## config.mk

```make
export PLATFORM = sky130hd
export DESIGN_NAME = switch_conditioner
export DESIGN_NICKNAME = d
export VERILOG_FILES = /design/src/rtl/switch_conditioner_pkg.sv /design/src/rtl/switch_conditioner_debounce_bit.sv /design/src/rtl/switch_conditioner.sv
export SDC_FILE = /design/constraint.sdc
export NUM_CORES = 1
export LEC_CHECK = 0
export CAP_MARGIN = 20
export CORE_MARGIN = 3
export CORE_UTILIZATION = 47
export CTS_CLUSTER_DIAMETER = 30
export DETAILED_ROUTE_END_ITERATION = 12
export PLACE_DENSITY = 0.74
export SLEW_MARGIN = 20
export SYNTH_ARGS = -nofsm -noshare
export SYNTH_HDL_FRONTEND = slang
export SYNTH_SLANG_ARGS = --single-unit
```

## constraint.sdc

```tcl
create_clock -name clk -period 1.6 [get_ports clk]
set_input_delay 0.16 -clock clk [delete_from_list [all_inputs] [get_ports clk]]
set_output_delay 0.16 -clock clk [all_outputs]
set_load 0.01 [all_outputs]
```

## src/rtl/switch_conditioner_pkg.sv

```systemverilog
// Shared constants and helpers for switch conditioning and other
// timing blocks that need a counter sized for a cycle count.
package switch_conditioner_pkg;

  // Default synchronizer depth per switch bit.
  localparam int unsigned DEFAULT_SYNC_STAGES = 2;

  // Default number of stable cycles before a new level is accepted
  // (1 ms at 100 MHz).
  localparam int unsigned DEFAULT_DEBOUNCE_CYCLES = 100000;

  // Width of a counter that must hold 0 .. max_count-1; never less than 1 bit.
  function automatic int unsigned counter_width(input int unsigned max_count);
    if (max_count <= 1) begin
      return 1;
    end
    return $clog2(max_count);
  endfunction

endpackage

```

## src/rtl/switch_conditioner_debounce_bit.sv

```systemverilog
// One switch bit: synchronizer chain, debounce counter, clean level flop
// and registered rise/fall strobes.
module debounce_bit
  import switch_conditioner_pkg::*;
#(
  parameter int unsigned SYNC_STAGES     = DEFAULT_SYNC_STAGES,
  parameter int unsigned DEBOUNCE_CYCLES = DEFAULT_DEBOUNCE_CYCLES
) (
  input  logic clk,
  input  logic rst_n,
  input  logic i_raw,
  output logic o_clean,
  output logic o_rise,
  output logic o_fall,
  output logic o_accept
);

  localparam int unsigned CNT_W = counter_width(DEBOUNCE_CYCLES);
  localparam logic [CNT_W-1:0] CNT_LAST = CNT_W'(DEBOUNCE_CYCLES - 1);

  logic [SYNC_STAGES-1:0] r_sync;
  logic [CNT_W-1:0]       r_count;
  logic                   r_clean;
  logic                   r_rise;
  logic                   r_fall;

  logic w_sync_out;
  logic w_mismatch;
  logic w_accept;

  assign w_sync_out = r_sync[SYNC_STAGES-1];
  assign w_mismatch = w_sync_out ^ r_clean;
  // The new level is taken on the edge that would otherwise push the
  // counter past its last value, so the counter never wraps.
  assign w_accept   = w_mismatch && (r_count == CNT_LAST);

  // Plain flop chain to resolve metastability; nothing between stages.
  always_ff @(posedge clk) begin
    if (!rst_n) begin
      r_sync <= '0;
    end else begin
      r_sync <= {r_sync[SYNC_STAGES-2:0], i_raw};
    end
  end

  // Count consecutive cycles where the synchronized level differs from clean.
  always_ff @(posedge clk) begin
    if (!rst_n) begin
      r_count <= '0;
    end else if (!w_mismatch || w_accept) begin
      r_count <= '0;
    end else begin
      r_count <= r_count + 1'b1;
    end
  end

  // Update the clean level and emit the matching one-cycle strobe.
  always_ff @(posedge clk) begin
    if (!rst_n) begin
      r_clean <= 1'b0;
      r_rise  <= 1'b0;
      r_fall  <= 1'b0;
    end else begin
      r_rise <= w_accept & w_sync_out;
      r_fall <= w_accept & ~w_sync_out;
      if (w_accept) begin
        r_clean <= w_sync_out;
      end
    end
  end

  assign o_clean  = r_clean;
  assign o_rise   = r_rise;
  assign o_fall   = r_fall;
  assign o_accept = w_accept;

endmodule

```

## src/rtl/switch_conditioner.sv

```systemverilog
// Conditions the raw board switches into a clean vector plus per-bit
// rise/fall strobes and a combined change strobe, all registered.
module switch_conditioner
  import switch_conditioner_pkg::*;
#(
  parameter int unsigned WIDTH           = 8,
  parameter int unsigned SYNC_STAGES     = DEFAULT_SYNC_STAGES,
  parameter int unsigned DEBOUNCE_CYCLES = DEFAULT_DEBOUNCE_CYCLES
) (
  input  logic             clk,
  input  logic             rst_n,
  input  logic [WIDTH-1:0] switches_raw,
  output logic [WIDTH-1:0] switches_clean,
  output logic [WIDTH-1:0] rise,
  output logic [WIDTH-1:0] fall,
  output logic             changed
);

  logic [WIDTH-1:0] w_accept;
  logic             r_changed;

  generate
    for (genvar gi = 0; gi < WIDTH; gi++) begin : g_bit
      debounce_bit #(
        .SYNC_STAGES     (SYNC_STAGES),
        .DEBOUNCE_CYCLES (DEBOUNCE_CYCLES)
      ) u_debounce_bit (
        .clk      (clk),
        .rst_n    (rst_n),
        .i_raw    (switches_raw[gi]),
        .o_clean  (switches_clean[gi]),
        .o_rise   (rise[gi]),
        .o_fall   (fall[gi]),
        .o_accept (w_accept[gi])
      );
    end
  endgenerate

  // Register the OR of the per-bit accept conditions so changed lines up
  // with the rise/fall flops instead of being decoded from them.
  always_ff @(posedge clk) begin
    if (!rst_n) begin
      r_changed <= 1'b0;
    end else begin
      r_changed <= |w_accept;
    end
  end

  assign changed = r_changed;

endmodule

```

==> flow_summary_export.csv, run 1 <==
group,metric,value,unit
yosys,synthTopCellsByArea,"dfxtp_1 (48%), xor2_1 (9.9%), nor2_1 (7.8%)",
sta,fin_crit,1.625,ns
setup_path,worstPathRequired,1.91,ns
setup_path,crit_fanout,8,
yosys,synthCells,796,
pwr,power.internal,7.228,mW
clock_network,insertion_delay,0.43,ns
sta,finalClockSkew,0.007294,ns
pwr,power_frac_comb,0.016,
yosys,syn_area,7377,µm²
routing,via_count,5469,
global_route,grt_max_degree,30,
clock_network,cts-root-buf,"clkbuf_16",
global_route,antenna_found_initial,0,
setup_path,critical_path_class,"reg2reg",
cells_and_area,insertedDiodeCount,0,
cells_and_area,final_cells,1102,
cells_and_area,multi_input_area,3775,µm²
setup_path,cp-end-kind,"register",
sta,grt_setup_unrepaired,"yes",
clock_network,hold_buffers,0,
sta,finalWorstSetupSlack,-0.02547,ns
cells_and_area,area_growth,25.00,%
setup_path,startpoint_type,"register",
sta,clock.fmax,615.2,MHz
flow_run,drv_cap,0,
clock_network,clock_sinks,177,
sta,max_slew_margin,0.6540,
routing,post_drt_wl_per_cell,12.90,µm
global_route,grt_use_total,0.1613,
floorplan,fp.dieH,131.3,µm
pwr,p_per_area,988.2,nW/µm²
clock_network,htreeDepth,4,
routing,antenna_left,0,
routing,drt_iter0_markers,219,
setup_path,slowest_stage,"or4_4",
global_route,grt_first_pass_wirelength,23.25,mm
yosys,yosysTopAreaCell,"dfxtp_1",
sta,worst_pin_slew,0.5173,ns
setup_path,path_delay_family,"simple AND/OR/NAND/NOR gates",
floorplan,ios,35,
yosys,yosys_warnings,0,
clock_network,clk_path_buf_depth,2,
global_route,grt_pass1_vias,5160,
pwr,ir_drop,812.0,µV
sta,slew_violations,0,
setup_path,critPathMaxStageDelay,0.55,ns
clock_network,cts_tree,"built",
yosys,avgSynthCellArea,9.268,µm²
yosys,synth-seq-cells,177,
cells_and_area,final_nets,896,
setup_path,arrival,1.94,ns
cells_and_area,drive_above_1_share,0.2054,
routing,drt_pre_antenna_iters,4,
cells_and_area,area.sequential,3573,µm²
floorplan,die_x,131.3,µm
sta,fin_hold_ws,0.3564,ns
placed_design,gp_congestion,0.7711,
clock_network,numCtsBuffers,17,
sta,setup_viol,8,
setup_path,path_buf_inv,0,
clock_network,clkTransAtPathRegs,0.07,ns
cells_and_area,nFillCells,1251,
status,outcome,"complete, but fails checks",
floorplan,start_util,0.4835,
placed_design,dp.cells,1061,
sta,finalCritPeriodShare,1.016,
setup_path,cp_cell_sequence,"or4_4 -> nor3_4 -> nand3b_2 -> nor2_2",
routing,vias_per_cell,4.963,
floorplan,coreArea,15260,µm²
floorplan,placementRows,45,
pwr,p_switching,1.885,mW
yosys,synth-seq-area-share,0.4803,
placed_design,place_ws,-0.1263,ns
floorplan,die_area,17240,µm²
routing,drc_errors,0,
yosys,netlist-cell-type-count,45,
placed_design,dpl.hpwl,9.209,mm
pwr,p_seq_frac,0.488,
yosys,synth_top_cell_area_share,0.4803,
sta,timing.final.hold_violations,0,
placed_design,numPortBuffers,34,
status,violations,"setup timing",
global_route,globalRouteOverflowTotal,0,
pwr,pwr-share-clk,0.496,
yosys,synth_nets,814,
routing,finalWirelength,14.22,mm
worst_hold_path,hp-class,"in2reg",
pwr,p_leak,3.247,nW
pwr,p_sw_frac,0.2068,
power groups by stage:
stage	sequential (mW)	clock, mW	combinational [mW]
final	4.45	4.52	0.149
after global routing	4.45	4.80	0.163
after CTS	4.45	4.60	0.139
after detailed placement	4.55	0	0.136
after global placement	4.55	0	0.135
after floorplan	4.54	0	0.0719
metrics by stage:
step | setup TNS, ns | utilization | cell area [µm²] | power [mW]
3_5_place_dp | -1.689 | 0.5395 | 8232 | 4.682
3_3_place_gp | -0.1409 | 0.5395 | 8232 | 4.680
6_report | -0.1475 | 0.6043 | 9221 | 9.113
5_1_grt | -1.087 | 0.6043 | 9221 | 9.412
2_1_floorplan | 0 | - | 7411 | 4.615
4_1_cts | 0 | 0.5846 | 8920 | 9.184
placed cells by master (no fill, tap or decap), types with 4 or more instances in the layout:
master	instances
a21oi_1	5
and2_1	21
and3_1	18
and4_1	8
and4_4	5
buf_12	4
buf_4	59
bufinv_16	4
clkbuf_16	17
clkdlybuf4s50_1	31
dfxtp_1	155
dfxtp_2	21
ha_4	5
inv_1	14
inv_6	7
mux2i_1	7
nand2_1	54
nand3_1	43
nand3b_4	4
nand4_1	32
nor2_1	148
nor2_2	15
nor3_1	7
nor3b_1	12
nor3b_2	4
nor4b_1	4
nor4b_2	6
o21ai_0	5
or3_1	5
xnor2_1	40
xor2_1	82
cells by family after synthesis:
logic type               share of synthesized area
AO/OA/AOI/OAI                              0.01408
XOR/XNOR                                    0.1460
adder cells (fa/ha/maj)                    0.01357
buffers and inverters                      0.04545
flip-flops                                  0.4803
multiplexers                              0.009498
AND/OR/NAND/NOR                             0.2910
sequential cells by signal, summed over array words and instances (netlist names):
signal and cells:
g_bit.u_debounce_bit.r_sync 16, g_bit.u_debounce_bit.r_count 136, changed 1, g_bit.u_debounce_bit.o_rise 8, g_bit.u_debounce_bit.o_clean 8, g_bit.u_debounce_bit.o_fall 8
routing by layer:
layer	vias up	global-route usage	wire [µm]
li1	2810	-	-
met1	2568	0.2051	6545
met2	75	0.2635	7008
met3	16	0.04288	474
met4	0	0.06126	190
met5	-	0	0
cell type report:
class                   count  share of cell area
multi-input cells         566              0.4094
clock buffers              19             0.04912
inverters                  15            0.006106
repair buffers            101             0.09824
flip-flops and latches    177              0.3875
clock inverters            13             0.02103
well taps                 211             0.02863
synth_stat cells (all sizes together):
| cell type | number |
|---|---|
| nor4bb | 3 |
| or3 | 6 |
| nand4 | 32 |
| o211ai | 1 |
| or4 | 1 |
| nor4 | 3 |
| and2 | 21 |
| clkbuf | 3 |
| buf | 37 |
| a21oi | 6 |
| ha | 8 |
| nand3b | 5 |
| o22ai | 1 |
| nor3 | 8 |
| nor2b | 2 |
| and4 | 13 |
| nor3b | 16 |
| or2 | 2 |
| xor2 | 83 |
| nand4bb | 1 |
| mux2i | 7 |
| nor4b | 10 |
| a22oi | 2 |
| a221oi | 1 |
| and4b | 1 |
| a31oi | 1 |
| inv | 15 |
| xnor2 | 40 |
| nor2 | 164 |
| and3 | 19 |
| dfxtp | 177 |
| nand3 | 45 |
| nand4b | 3 |
| nand2 | 54 |
| o21ai | 5 |
final timing paths:
kind / from / end / slack (ns) / cells after the start
worst max-delay path: g_bit[7].u_debounce_bit.r_count[14] / g_bit[7].u_debounce_bit.r_count[15] / -0.03 / 4
worst min-delay path: switches_raw[5] / g_bit[5].u_debounce_bit.r_sync[0] / 0.36 / 2
worst max register to register: g_bit[7].u_debounce_bit.r_count[14] / g_bit[7].u_debounce_bit.r_count[15] / -0.03 / 4
worst min register to register: g_bit[5].u_debounce_bit.r_sync[0] / g_bit[5].u_debounce_bit.r_sync[1] / 0.43 / 1
timing repair:
item / 4_1_cts / 5_1_grt
endpoints found under the setup margin: 27 / 140
pin swaps: 1 / 13
cloned: 0 / 3
buffers inserted: 1 / 5
resized for setup: 12 / 55
(Power assumes the default switching activity.)
==> inputs of run 2 (changes only) <==
--- a/config.mk
+++ b/config.mk
@@ -15,3 +15,4 @@
 export SYNTH_ARGS = -nofsm -noshare
 export SYNTH_HDL_FRONTEND = slang
 export SYNTH_SLANG_ARGS = --single-unit
+export TNS_END_PERCENT = 10
==> flow_summary_export.csv, run 2 (synthesis gave the netlist of run 1 again) <==
group,metric,value,unit
status,outcome,"complete, but fails checks",
status,violations,"setup timing",
pwr,pwr-share-clk,0.471,
pwr,ir_drop,818.4,µV
sta,worst_pin_slew,0.3897,ns
floorplan,placementRows,45,
placed_design,dpl.hpwl,9.118,mm
sta,setup_viol,11,
cells_and_area,final_cell_mix,"dfxtp_1 (164), nor2_1 (148), xor2_1 (83), buf_4 (61), nand2_1 (54)",
sta,grt_setup_unrepaired,"yes",
global_route,globalRouteOverflowTotal,0,
worst_hold_path,hp-class,"in2reg",
placed_design,numPortBuffers,34,
clock_network,clock_sinks,177,
floorplan,start_util,0.4835,
routing,finalWirelength,13.46,mm
cells_and_area,final_area,9010,µm²
sta,fin_crit,1.647,ns
global_route,grt_use_total,0.1590,
worst_hold_path,holdPathStages,2,
clock_network,cts-root-buf,"clkbuf_16",
placed_design,place_ws,-0.06846,ns
global_route,antenna_found_initial,0,
sta,max_slew_margin,0.7393,
sta,finalCritPeriodShare,1.029,
pwr,p_sw_frac,0.2129,
cells_and_area,largest-register,"g_bit.u_debounce_bit.r_count",
global_route,grt_max_degree,26,
sta,finalClockSkew,0.008167,ns
pwr,p_per_area,961.2,nW/µm²
pwr,power_frac_comb,0.016,
placed_design,placed_area,8223,µm²
routing,via_count,5371,
cells_and_area,final_common_cell,"dfxtp_1",
sta,finalWorstSetupSlack,-0.04716,ns
routing,post_drt_wl_per_cell,12.24,µm
floorplan,fp.dieH,131.3,µm
setup_path,cp-end-kind,"register",
cells_and_area,utilization,0.5905,
clock_network,clkTransAtPathRegs,0.07,ns
routing,vias_per_cell,4.883,
setup_path,startpoint_type,"register",
flow_run,drv_cap,0,
setup_path,arrival,1.96,ns
clock_network,hold_buffers,0,
cells_and_area,insertedDiodeCount,0,
clock_network,insertion_delay,0.43,ns
routing,drc_errors,0,
cells_and_area,drive_above_1_share,0.1834,
setup_path,critical_path_class,"reg2reg",
clock_network,cts_tree,"built",
floorplan,die_area,17240,µm²
pwr,p_seq_frac,0.514,
routing,drt_pre_antenna_iters,4,
pwr,fin_total_pwr,8.661,mW
setup_path,crit_fanout,3,
pwr,power.internal,6.817,mW
routing,drt_iter0_markers,191,
global_route,grt_first_pass_wirelength,22.85,mm
cells_and_area,final_nets,894,
routing,antenna_left,0,
pwr,p_switching,1.844,mW
pwr,p_leak,3.140,nW
cells_and_area,top_regs,"g_bit.u_debounce_bit.r_count: 136 flops, g_bit.u_debounce_bit.r_sync: 16 flops",
placed_design,gp_congestion,0.8133,
floorplan,coreArea,15260,µm²
sta,timing.final.hold_violations,0,
floorplan,die_x,131.3,µm
global_route,grt_pass1_vias,5113,
setup_path,worstPathRequired,1.92,ns
floorplan,ios,35,
sta,clock.fmax,607.1,MHz
setup_path,r2r_cells,5,
sta,slew_violations,0,
cells_and_area,largest_register_ffs,136,
clock_network,numCtsBuffers,17,
cells_and_area,area_growth,22.13,%
clock_network,htreeDepth,4,
sta,setup_tns,-0.1709,ns
clock_network,clk_path_buf_depth,2,
[run 2: timing repair]
item	in CTS	in global routing
setup endpoints to repair	40	137
pin swaps	9	14
setup buffers	0	3
gates cloned	0	1
resized for setup	13	37
[run 2: layout make-up]
type,count,area (µm²)
Multi-Input combinational cell,564,3664
Clock inverter,14,152.6
Clock buffer,18,429.2
Inverter,15,56.30
Timing Repair Buffer,101,884.6
Sequential cell,177,3560
Tap cell,211,264.0
Fill cell,1287,6248
[run 2: metrics by stage]
step | hold slack [ns] | std cells
floorplan | 0.2873 | 796
global placement | 0.4140 | 1064
detailed placement | 0.4232 | 1064
CTS | 0.3075 | 1096
global route | 0.3383 | 1100
finish | 0.3243 | 1100
[run 2: path summary, 6_finish.rpt]
kind	from	to	slack, ns
worst max-delay path	g_bit[7].u_debounce_bit.r_count[14]	g_bit[7].u_debounce_bit.o_clean	-0.05
worst min-delay path	switches_raw[6]	g_bit[6].u_debounce_bit.r_sync[0]	0.32
worst max register to register	g_bit[7].u_debounce_bit.r_count[14]	g_bit[7].u_debounce_bit.o_clean	-0.05
worst min register to register	g_bit[5].u_debounce_bit.r_sync[0]	g_bit[5].u_debounce_bit.r_sync[1]	0.43
[run 2: power by group through the flow]
stage | Combinational [mW] | Clock [mW] | Sequential, mW
global route | 0.152 | 4.36 | 4.45
CTS | 0.134 | 4.16 | 4.45
detailed placement | 0.131 | 0 | 4.55
finish | 0.138 | 4.08 | 4.45
floorplan | 0.0719 | 0 | 4.54
global placement | 0.130 | 0 | 4.54
[run 2: worst max-delay path, cell delays in order, from the launching register on]
cell	delay, ns
dfxtp_2	0.32
or4_4	0.54
nor3_4	0.24
buf_6	0.14
mux2i_2	0.22
nor2_1	0.07
[run 2: per-layer routing]
layer  track usage  wire length [µm]
met5             0                 0
met2        0.2627              6300
met1        0.1993              6482
met4       0.06826               234
met3       0.03790               444
